`src/rtl/sub_pkg.sv`:
```
// sub_pkg: shared FSM encoding and sizing helpers for the serial borrow subtractor
package sub_pkg;

    typedef enum logic {
        ST_IDLE = 1'b0,
        ST_RUN  = 1'b1
    } state_t;

    localparam int DEF_WIDTH = 4;

    function automatic int cnt_w(input int w);
        return $clog2(w + 1);
    endfunction

    localparam int CNT_W = cnt_w(DEF_WIDTH);

endpackage

```
`src/rtl/full_subtractor_1b.sv`:
```
// full_subtractor_1b: one-bit difference and borrow stage, reused every clock
module full_subtractor_1b (
    input  logic a,
    input  logic b,
    input  logic bin,
    output logic d,
    output logic bout
);

    assign d    = a ^ b ^ bin;
    assign bout = (~a & b) | (~(a ^ b) & bin);

endmodule

```
`src/rtl/serial_ripple_borrow_sub.sv`:
```
// serial_ripple_borrow_sub: bit-serial A - B - Bin, LSB first, one borrow stage per clock
module serial_ripple_borrow_sub
    import sub_pkg::*;
#(
    parameter int WIDTH = DEF_WIDTH
) (
    input  logic             clk,
    input  logic             rst_n,
    input  logic             start,
    input  logic [WIDTH-1:0] A,
    input  logic [WIDTH-1:0] B,
    input  logic             Bin,
    output logic [WIDTH-1:0] D,
    output logic             Bout,
    output logic             busy,
    output logic             done
);

    localparam int CW = cnt_w(WIDTH);

    state_t           state;
    logic [CW-1:0]    cnt;
    logic [WIDTH-1:0] a_sr;
    logic [WIDTH-1:0] b_sr;
    logic [WIDTH-1:0] d_sr;
    logic             br;
    logic             d_bit;
    logic             br_nxt;
    logic [WIDTH-1:0] d_next;

    full_subtractor_1b u_fs (
        .a    (a_sr[0]),
        .b    (b_sr[0]),
        .bin  (br),
        .d    (d_bit),
        .bout (br_nxt)
    );

    assign d_next = {d_bit, d_sr[WIDTH-1:1]};

    // Control FSM plus datapath shift registers; D/Bout are only written on the final shift
    always_ff @(posedge clk or negedge rst_n) begin
        if (!rst_n) begin
            state <= ST_IDLE;
            cnt   <= '0;
            a_sr  <= '0;
            b_sr  <= '0;
            d_sr  <= '0;
            br    <= 1'b0;
            D     <= '0;
            Bout  <= 1'b0;
            busy  <= 1'b0;
            done  <= 1'b0;
        end else begin
            done <= 1'b0;
            if (state == ST_IDLE) begin
                if (start) begin
                    a_sr  <= A;
                    b_sr  <= B;
                    br    <= Bin;
                    cnt   <= '0;
                    busy  <= 1'b1;
                    state <= ST_RUN;
                end
            end else begin
                a_sr <= {1'b0, a_sr[WIDTH-1:1]};
                b_sr <= {1'b0, b_sr[WIDTH-1:1]};
                d_sr <= d_next;
                br   <= br_nxt;
                cnt  <= cnt + CW'(1);
                if (cnt == CW'(WIDTH - 1)) begin
                    state <= ST_IDLE;
                    busy  <= 1'b0;
                    done  <= 1'b1;
                    D     <= d_next;
                    Bout  <= br_nxt;
                end
            end
        end
    end

endmodule

```
`config.mk`:
```
export PLATFORM = sky130hd
export DESIGN_NAME = serial_ripple_borrow_sub
export DESIGN_NICKNAME = d
export VERILOG_FILES = /design/src/rtl/sub_pkg.sv /design/src/rtl/full_subtractor_1b.sv /design/src/rtl/serial_ripple_borrow_sub.sv
export SDC_FILE = /design/constraint.sdc
export NUM_CORES = 1
export LEC_CHECK = 0
export BUFFER_PORTS_ARGS = -buffer_cell sky130_fd_sc_hd__buf_4
export CORE_ASPECT_RATIO = 1.5
export CORE_UTILIZATION = 30
export DETAILED_ROUTE_END_ITERATION = 12
export PLACE_DENSITY = 0.54
export SYNTH_ARGS = -nofsm -noshare
export SYNTH_HDL_FRONTEND = slang
export SYNTH_HIERARCHICAL = 1
export SYNTH_SLANG_ARGS = --single-unit
export TNS_END_PERCENT = 50
```
`constraint.sdc`:
```
create_clock -name clk -period 1.4 [get_ports clk]
set_input_delay 0.21 -clock clk [delete_from_list [all_inputs] [get_ports clk]]
set_output_delay 0.21 -clock clk [all_outputs]
set_load 0.01 [all_outputs]
```
==> reports/metrics.cfg <==
[critical_path]
cp_slowest_cell=dfrtp_1
worstPathArrival_ns=1.50
cp.required_ns=1.55
crit_path_start=cnt[0]$_DFFE_PN0P_
crit_type=reg2reg
critPathLaunchType=register
cpPeakStageDelay_ns=0.39
timing.rr.start=cnt[0]$_DFFE_PN0P_
crit_chain=ha_1 > ha_2 > nand2_4 > mux2_4
path_max_fanout=6
crit_buf_inv=0
critical_path.top_delay_family=adder cells
critPathCaptureType=register

[clocking]
cts_tree=yes
numCtsBuffers=3
cts-root-buf=clkbuf_8
cts.htree.levels=1
numClockSinks=23
postCtsSetupBuffers=0
path_clk_slew_ns=0.08
clk_path_buf_depth=2
clk_latency_ns=0.26

[detailed_routing]
drcViolationCount=0
wl_per_cell_um=11.9
postRouteAntennaNets=0
routed_wl_um=1700
vias=648
vias_per_cell=4.53
first_iter_violations=5
first_pass_iters=4

[synthesis]
synth_cell_type_count=18
synth_area_um2=1030
seq_area_frac_synth_pct=56.1
ys_ff_latch=23
synth_area_per_cell_um2=12.8
yosys_warnings=6
synth_cells=80
synth_nets=96

[final_layout]
syn_to_final_growth_pct=23.2
regArea_um2=576
nNetsFinal=120
antenna_cells=0
layout_commonest_cell=dfrtp_1
multi_input_area_um2=392
mostFrequentLayoutCells=23 x dfrtp_1, 22 x buf_4, 10 x mux2i_1
fillers=335
drive_gt1_share_pct=34.0

[floorplan]
die_area_um2=3660
rows=25
io_pins=19
die_h_um=73.6
die_w_um=49.8
start_util_pct=32.2
coreArea_um2=3190

[place]
hpwlAfterDp_um=1200
port-buffer-count=18
gp_congestion=0.669

[sta]
finClkSkew_ns=0.00240
hold_viol_final=0
fin_crit_sh_pct=96.0
drv_slew=0
relSlewSlack_pct=80.4
fmax_mhz=744
setup_viol=0
tns_ns=0
rsz0062_at_grt=no
min_period_ns=1.34
tightest_slew_ns=0.294

[grt]
grt_overflow=0
grtUsageTotal_pct=9.77
grt_pass1_vias=612
grt_pass1_wl_um=2690
antenna_found_initial=0
grt_max_degree=24

[run]
max-cap-violations=0

[pwr]
p_total_mw=2.56
p_leak_nw=0.646
ir_drop_mv=0.740
powerDensity_nw_per_um2=2020

[run_status]
status=finished clean

[hold_path]
hold_path.class=in2reg
min_from=B[3]

report_power, final:
group	leakage (nW)	switching (mW)	internal (mW)
Sequential	0.286	0.165	0.948
Clock	0.0228	0.213	0.203
Combinational	0.337	0.425	0.602
Total	0.646	0.803	1.75
per-stage QoR:
| step | util [%] | instances | hold slack [ns] | setup slack (ns) | cell area (um^2) |
|---|---|---|---|---|---|
| floorplan | - | 80 | -0.0856 | 0.0613 | 1030 |
| global placement | 37.8 | 138 | 0.121 | 0.0538 | 1210 |
| detailed placement | 37.8 | 138 | 0.126 | 0.0276 | 1210 |
| CTS | 39.5 | 143 | 0.182 | 0.0139 | 1260 |
| global route | 39.6 | 143 | 0.184 | 0.00799 | 1260 |
| finish | 39.6 | 143 | 0.192 | 0.0554 | 1260 |
Yosys cell counts, drive strengths merged:
| master | number | area [um^2] |
|---|---|---|
| inv | 7 | 26.3 |
| nand2 | 8 | 37.5 |
| a22o | 2 | 17.5 |
| dfrtp | 23 | 576 |
| mux2 | 8 | 109 |
| ha | 3 | 37.5 |
| o22ai | 1 | 6.26 |
| a21oi | 1 | 5.00 |
| fa | 1 | 20.0 |
| nor2 | 4 | 15.0 |
| mux2i | 10 | 100 |
| o21ai | 7 | 35.0 |
| buf | 4 | 35.0 |
| nand2b | 1 | 6.26 |
registers in the layout (all words and copies together) (netlist names):
name	flops
br	1
a_sr	4
done	1
Bout	1
busy	1
d_sr	3
state	1
D	4
cnt	3
b_sr	4
routing by layer:
metal	routed length, um	track usage, %
met1	764	12.3
met2	877	15.5
met3	50	1.86
met4	12	5.71
met5	0	0
cell families (layout without fill, tap and decap cells):
| kind of cell | Yosys count | in the layout | share of synthesized area [%] |
|---|---|---|---|
| compound gates | 11 | 11 | 6.22 |
| flops | 23 | 23 | 56.1 |
| buf+inv | 11 | 34 | 5.98 |
| fa+ha+maj | 4 | 4 | 5.61 |
| simple gates | 13 | 13 | 5.73 |
| mux | 18 | 18 | 20.4 |
final cells by class:
| type | instances | share of cell area, % |
|---|---|---|
| Multi-Input combinational cell | 46 | 31.0 |
| Sequential cell | 23 | 45.5 |
| Clock buffer | 4 | 3.56 |
| Inverter | 7 | 2.08 |
| Tap cell | 40 | 3.96 |
| Timing Repair Buffer | 23 | 13.9 |
repair_timing:
item	CTS	global route
gates resized for setup	0	1
endpoints found under the hold margin	23	0
setup endpoints to repair	0	5
hold buffers	1	0
worst register-to-register path, stage by stage, from the launching register on:
cell and delay [ns]:
dfrtp_1 0.39, ha_1 0.22, ha_2 0.20, nand2_4 0.11, mux2_4 0.31
path summary, 6_finish.rpt:
kind | end | slack [ns] | cells after the start
min reg2reg | cnt[2]$_DFFE_PN0P_ | 0.50 | 1
min | b_sr[3]$_DFFE_PN0P_ | 0.19 | 3
max reg2reg | D[0]$_DFFE_PN0P_ | 0.06 | 4
max | D[0]$_DFFE_PN0P_ | 0.06 | 4
max in group asynchronous | state$_DFF_PN0_ | 0.81 | 2
min in group asynchronous | a_sr[3]$_DFFE_PN0P_ | 0.36 | 2
Note: power is estimated with default switching activity, not from simulation.
